### config.mk
export PLATFORM = sky130hd
export DESIGN_NAME = ysyx_exu_muldiv_sched
export DESIGN_NICKNAME = d
export VERILOG_FILES = /design/src/rtl/ysyx_exu_muldiv_sched.sv
export SDC_FILE = /design/constraint.sdc
export NUM_CORES = 1
export LEC_CHECK = 0
export BUFFER_PORTS_ARGS = -buffer_cell sky130_fd_sc_hd__buf_2
export CAP_MARGIN = 20
export CORE_AREA = 2 2 164 166
export DETAILED_ROUTE_END_ITERATION = 8
export DIE_AREA = 0 0 166 168
export SLEW_MARGIN = 20
export SYNTH_ARGS = -nofsm -noshare
export SYNTH_HDL_FRONTEND = slang
export SYNTH_SLANG_ARGS = --single-unit
### constraint.sdc
create_clock -name clock -period 2.8 [get_ports clock]
set_input_delay 0.42 -clock clock [delete_from_list [all_inputs] [get_ports clock]]
set_output_delay 0.42 -clock clock [all_outputs]
set_load 0.03 [all_outputs]
### src/rtl/ysyx_exu_muldiv_sched.sv
// Scheduler that shares one multiply/divide unit among reservation-station entries.
// Round-robin pick in IDLE, one-cycle start pulse to the unit, wait for the
// result, then one-cycle write-back to the granted entry. A flush while the unit
// is busy drains its pending result without writing it back. A bounded wait
// raises a sticky timeout error.
module ysyx_exu_muldiv_sched #(
    parameter int RS_SIZE = 4,
    parameter int XLEN    = 32,
    parameter int TIMEOUT = 64
) (
    input  logic                       clock,
    input  logic                       reset,
    input  logic                       flush,
    input  logic [RS_SIZE-1:0]         req_valid,
    input  logic [RS_SIZE*XLEN-1:0]    req_a,
    input  logic [RS_SIZE*XLEN-1:0]    req_b,
    input  logic [RS_SIZE*5-1:0]       req_op,
    output logic                       mul_valid,
    output logic [XLEN-1:0]            mul_a,
    output logic [XLEN-1:0]            mul_b,
    output logic [4:0]                 mul_op,
    input  logic                       mul_out_valid,
    input  logic [XLEN-1:0]            mul_out_r,
    output logic                       done_valid,
    output logic [$clog2(RS_SIZE)-1:0] done_idx,
    output logic [XLEN-1:0]            done_result,
    output logic                       busy,
    output logic                       err_timeout
);

    localparam int IDXW = $clog2(RS_SIZE);
    localparam int CW   = $clog2(TIMEOUT + 1);

    localparam logic [IDXW-1:0] IDX_ONE   = IDXW'(1);
    localparam logic [CW-1:0]   CNT_ONE   = CW'(1);
    // The timeout fires on the cycle whose increment makes the counter TIMEOUT-1.
    localparam logic [CW-1:0]   CNT_LIMIT = CW'(TIMEOUT - 2);

    typedef enum logic [2:0] {
        ST_IDLE  = 3'd0,
        ST_ISSUE = 3'd1,
        ST_WAIT  = 3'd2,
        ST_DONE  = 3'd3,
        ST_DRAIN = 3'd4
    } state_t;

    state_t            state_r;
    state_t            state_nx_s;
    logic [IDXW-1:0]   rr_ptr_r;
    logic [IDXW-1:0]   idx_r;
    logic [XLEN-1:0]   a_r;
    logic [XLEN-1:0]   b_r;
    logic [4:0]        op_r;
    logic [XLEN-1:0]   result_r;
    logic [CW-1:0]     cnt_r;
    logic              err_r;

    logic              grant_found_s;
    logic [IDXW-1:0]   grant_idx_s;
    logic [IDXW-1:0]   cand_s;
    logic [XLEN-1:0]   sel_a_s;
    logic [XLEN-1:0]   sel_b_s;
    logic [4:0]        sel_op_s;
    logic              grant_s;
    logic              capture_s;
    logic              timeout_s;
    logic              cnt_clr_s;
    logic              cnt_inc_s;
    logic              timeout_hit_s;

    // Round-robin search: first requester at or after rr_ptr, wrapping.
    always_comb begin
        grant_found_s = 1'b0;
        grant_idx_s   = {IDXW{1'b0}};
        cand_s        = {IDXW{1'b0}};
        for (int k = 0; k < RS_SIZE; k++) begin
            cand_s = rr_ptr_r + IDXW'(k);
            if (!grant_found_s && req_valid[cand_s]) begin
                grant_found_s = 1'b1;
                grant_idx_s   = cand_s;
            end else begin
                grant_found_s = grant_found_s;
            end
        end
    end

    // Operand/op select for the winning entry.
    always_comb begin
        sel_a_s  = {XLEN{1'b0}};
        sel_b_s  = {XLEN{1'b0}};
        sel_op_s = 5'd0;
        for (int i = 0; i < RS_SIZE; i++) begin
            if (grant_idx_s == IDXW'(i)) begin
                sel_a_s  = req_a[i*XLEN +: XLEN];
                sel_b_s  = req_b[i*XLEN +: XLEN];
                sel_op_s = req_op[i*5 +: 5];
            end else begin
                sel_op_s = sel_op_s;
            end
        end
    end

    assign timeout_hit_s = (cnt_r == CNT_LIMIT);

    // Next-state logic and datapath enables.
    always_comb begin
        state_nx_s = state_r;
        grant_s    = 1'b0;
        capture_s  = 1'b0;
        timeout_s  = 1'b0;
        cnt_clr_s  = 1'b0;
        cnt_inc_s  = 1'b0;
        case (state_r)
            ST_IDLE: begin
                if (grant_found_s && !flush) begin
                    grant_s    = 1'b1;
                    cnt_clr_s  = 1'b1;
                    state_nx_s = ST_ISSUE;
                end else begin
                    state_nx_s = ST_IDLE;
                end
            end
            ST_ISSUE, ST_WAIT: begin
                cnt_inc_s = (state_r == ST_WAIT);
                if (mul_out_valid) begin
                    // A response coinciding with flush is simply dropped;
                    // the unit is already free so there is nothing to drain.
                    if (flush) begin
                        state_nx_s = ST_IDLE;
                    end else begin
                        capture_s  = 1'b1;
                        state_nx_s = ST_DONE;
                    end
                end else if ((state_r == ST_WAIT) && timeout_hit_s) begin
                    timeout_s  = 1'b1;
                    state_nx_s = ST_IDLE;
                end else if (flush) begin
                    state_nx_s = ST_DRAIN;
                end else begin
                    state_nx_s = ST_WAIT;
                end
            end
            ST_DONE: begin
                state_nx_s = ST_IDLE;
            end
            ST_DRAIN: begin
                cnt_inc_s = 1'b1;
                if (mul_out_valid) begin
                    state_nx_s = ST_IDLE;
                end else if (timeout_hit_s) begin
                    timeout_s  = 1'b1;
                    state_nx_s = ST_IDLE;
                end else begin
                    state_nx_s = ST_DRAIN;
                end
            end
            default: begin
                state_nx_s = ST_IDLE;
            end
        endcase
    end

    // State register.
    always_ff @(posedge clock) begin
        if (reset) begin
            state_r <= ST_IDLE;
        end else begin
            state_r <= state_nx_s;
        end
    end

    // Latched operands, result, round-robin pointer, wait counter and error flag.
    always_ff @(posedge clock) begin
        if (reset) begin
            rr_ptr_r <= {IDXW{1'b0}};
            idx_r    <= {IDXW{1'b0}};
            a_r      <= {XLEN{1'b0}};
            b_r      <= {XLEN{1'b0}};
            op_r     <= 5'd0;
            result_r <= {XLEN{1'b0}};
            cnt_r    <= {CW{1'b0}};
            err_r    <= 1'b0;
        end else begin
            if (grant_s) begin
                rr_ptr_r <= grant_idx_s + IDX_ONE;
                idx_r    <= grant_idx_s;
                a_r      <= sel_a_s;
                b_r      <= sel_b_s;
                op_r     <= sel_op_s;
            end
            if (capture_s) begin
                result_r <= mul_out_r;
            end
            if (cnt_clr_s) begin
                cnt_r <= {CW{1'b0}};
            end else if (cnt_inc_s) begin
                cnt_r <= cnt_r + CNT_ONE;
            end
            if (timeout_s) begin
                err_r <= 1'b1;
            end
        end
    end

    assign mul_valid   = (state_r == ST_ISSUE);
    assign mul_a       = a_r;
    assign mul_b       = b_r;
    assign mul_op      = op_r;
    // Flush kills the write-back in the same cycle it arrives.
    assign done_valid  = (state_r == ST_DONE) && !flush;
    assign done_idx    = idx_r;
    assign done_result = result_r;
    assign busy        = (state_r != ST_IDLE);
    assign err_timeout = err_r;

endmodule

==> results_dict.tcl <==
set metrics [dict create \
    start_util_pct 22.5 \
    peakVddDrop_uv 299 \
    fp.dieH_microns 168 \
    drt_iter0_markers 360 \
    start_kind "register" \
    layout-drive-gt1-share_pct 41.2 \
    regArea_sq_um 2320 \
    clock-sinks 116 \
    skew_ps 10.8 \
    dp_hpwl_mm 18.9 \
    synth_edf_count 0 \
    die_area_sq_um 27900 \
    drc_errors 0 \
    critPathKind "reg -> reg" \
    insertion_delay_ps 420 \
    h-tree-depth 4 \
    totalWireLength_mm 25.8 \
    hp-class "in -> reg" \
    core_sq_um 26400 \
    ant_nets 0 \
    ctsResizeCount 0 \
    fp-row-count 60 \
    worst_slew_pin_slew_ps 600 \
    path_clk_slew_ps 70 \
    cts_setup_buffers 0 \
    critPathMaxStageDelay_ps 370 \
    die_x_microns 166 \
    fill_cells 2807 \
    area.growth.synth_to_final_pct 52.0 \
    rsz0062_at_grt "no" \
    nNetsFinal 1491 \
    max_freq_ghz 0.423 \
    grt_overflow 0 \
    pin_count 423 \
    yosysSeqAreaShare_pct 39.1 \
    grt_max_degree 83 \
    max_cap_violations 0 \
    cts_hold_buf 0 \
    drt_first_pass_iters 4 \
    relSlewSlack_pct 60.0 \
    powerDensity_nw_per_um2 686 \
    ys_ff_latch 116 \
    p_total_mw 6.20 \
    cts_root_buf "clkbuf_16" \
    ys_async_sr_fraction_pct 0 \
    post-route-min-period_ps 2360 \
    cp.arrival_ps 2700 \
    grt_pass1_vias 6942 \
    critPathCaptureType "register" \
    io_buffers 422 \
    wire_per_inst_microns 16.9 \
    path_cells "nor2b_1 -> nor3b_1 -> o22ai_1 -> buf_4 -> inv_1 -> buf_4 -> ha_4 -> buf_12 -> nand2_1 -> o211ai_1 -> o221ai_1 -> o22ai_1" \
    slowest_stage "dfxtp_1" \
    cts-buffers-inserted 17 \
    critPathMaxFanout 82 \
    finalSetupViolations 0 \
    clockBufferDepth 2 \
    period_share_pct 84.4 \
    syn-num-nets 1110 \
    post_synth.cell_area_avg_sq_um 7.54 \
    cts_tree "built" \
    hold_viol 0 \
    p_leak_nw 4.02 \
    synthFlopType "dfxtp_1" \
    vias_per_cell 4.87 \
    worst_slack_ps 437 \
    vias 7419 \
    synthCells 788 \
    crit_required_ps 3130 \
    synth_area_sq_um 5940 \
    grt_usage_pct 17.6 \
    multiInputGateArea_sq_um 3300 \
    outcome "finished, final reports clean" \
    yosysUniqueCellTypes 42 \
    drv_slew 0 \
    antenna_found_initial 3 \
    grt_pass1_wl_mm 39.0 \
    pre_cts_ws_ps 139 \
    fin_setup_tns_ps 0 \
    yosys_warnings 0 \
    gp_routability_congestion 0.864 \
]
-- cell type report --
class                           count  area share [%]
Sequential cell                   116            25.7
Timing Repair Buffer              443            26.2
Tap cell                          341            4.72
Inverter                            5           0.208
Clock buffer                       17            4.71
Antenna cell                        1          0.0277
Clock inverter                     15            1.81
Multi-Input combinational cell    586            36.6
-- final timing paths --
check / start / slack [ps] / depth (start not counted) / to
hold / removal: mul_out_r[11] / 230 / 3 / done_result[11]
setup / recovery: rr_ptr_r[0] / 440 / 12 / mul_a[5]
setup reg to reg: rr_ptr_r[0] / 440 / 12 / mul_a[5]
hold reg to reg: done_result[5] / 450 / 2 / done_result[5]
-- routing by layer --
metal,wire length (microns),vias to the layer above,share of wire [%],global-route usage [%]
met1,11200,3405,43,22.7
met4,431,2,1.7,5.03
met2,12300,330,48,29.1
met3,1800,28,7.0,4.65
li1,-,3654,-,-
met5,11,-,0.043,0
-- cell families after synthesis --
logic type / synth area share [%]
and+or+nand+nor: 21.8
AOI/OAI and AO/OA: 30.6
DFF: 39.1
buffers and inverters: 5.87
xor gates and xnor gates: 1.18
adders and majority gates: 1.26
muxes: 0.168
-- power breakdown --
part           internal [mW]  switching, mW
Sequential              1.81         0.0955
Clock                   1.27          0.939
Combinational          0.802           1.28
-- registers in the layout, indices dropped and copies added (netlist names) --
name         flops
cnt_r            7
done_idx         2
done_result     32
err_timeout      1
mul_a           32
mul_b           32
mul_op           5
rr_ptr_r         2
state_r          3
-- synth_stat cells (all sizes together), types with 2 or more instances --
cell | number | area, sq um
nand3 | 2 | 10.0
nor3 | 13 | 70.1
buf | 23 | 113
dfxtp | 116 | 2320
o221ai | 65 | 569
nand4 | 2 | 12.5
and3 | 3 | 18.8
nor2b | 7 | 43.8
o32ai | 4 | 50.1
inv | 5 | 18.8
clkbuf | 58 | 218
o211ai | 66 | 495
nor2 | 13 | 48.8
o22ai | 72 | 450
a21oi | 34 | 170
nor3b | 3 | 22.5
xnor2 | 7 | 61.3
a221oi | 3 | 26.3
nand2 | 269 | 1010
ha | 6 | 75.1
-- worst max-delay path: cells and delay by family, from the launching register on --
kind | cells | cell delay [ps]
buffers and inverters | 4 | 620
AND/OR/NAND/NOR | 3 | 400
flip-flops | 1 | 370
AO/OA/AOI/OAI | 4 | 610
adder cells (fa/ha/maj) | 1 | 170
-- metrics by stage --
stage	instance area (sq um)	instances	hold slack, ps	util [%]
global route	9030	1523	216	34.3
finish	9030	1524	235	34.3
global placement	8440	1491	438	32.0
detailed placement	8440	1491	444	32.0
floorplan	5940	788	491	-
CTS	9030	1523	211	34.3
-- cells in the final DEF (no fill, tap or decap), types with 2 or more instances in the layout --
master / netlist / routed
inv_1: 3 / 3
nor2_1: 13 / 12
and3_1: 3 / 3
o32ai_1: 2 / 2
buf_2: 15 / 422
o211ai_1: 66 / 66
buf_12: 0 / 8
o221ai_1: 65 / 65
nor2b_1: 7 / 7
ha_1: 6 / 4
o32ai_2: 2 / 2
clkinvlp_4: 0 / 3
nor3b_1: 3 / 3
nand2_2: 0 / 2
inv_6: 0 / 4
a21oi_1: 34 / 34
nor3_1: 12 / 12
nand3_1: 2 / 2
nand4_1: 2 / 2
dfxtp_1: 116 / 116
o22ai_1: 72 / 72
a221oi_1: 3 / 3
nand2_1: 269 / 267
xnor2_1: 7 / 7
inv_8: 0 / 6
buf_4: 2 / 13
clkbuf_16: 0 / 17
inv_2: 2 / 2
(Power assumes the default switching activity.)
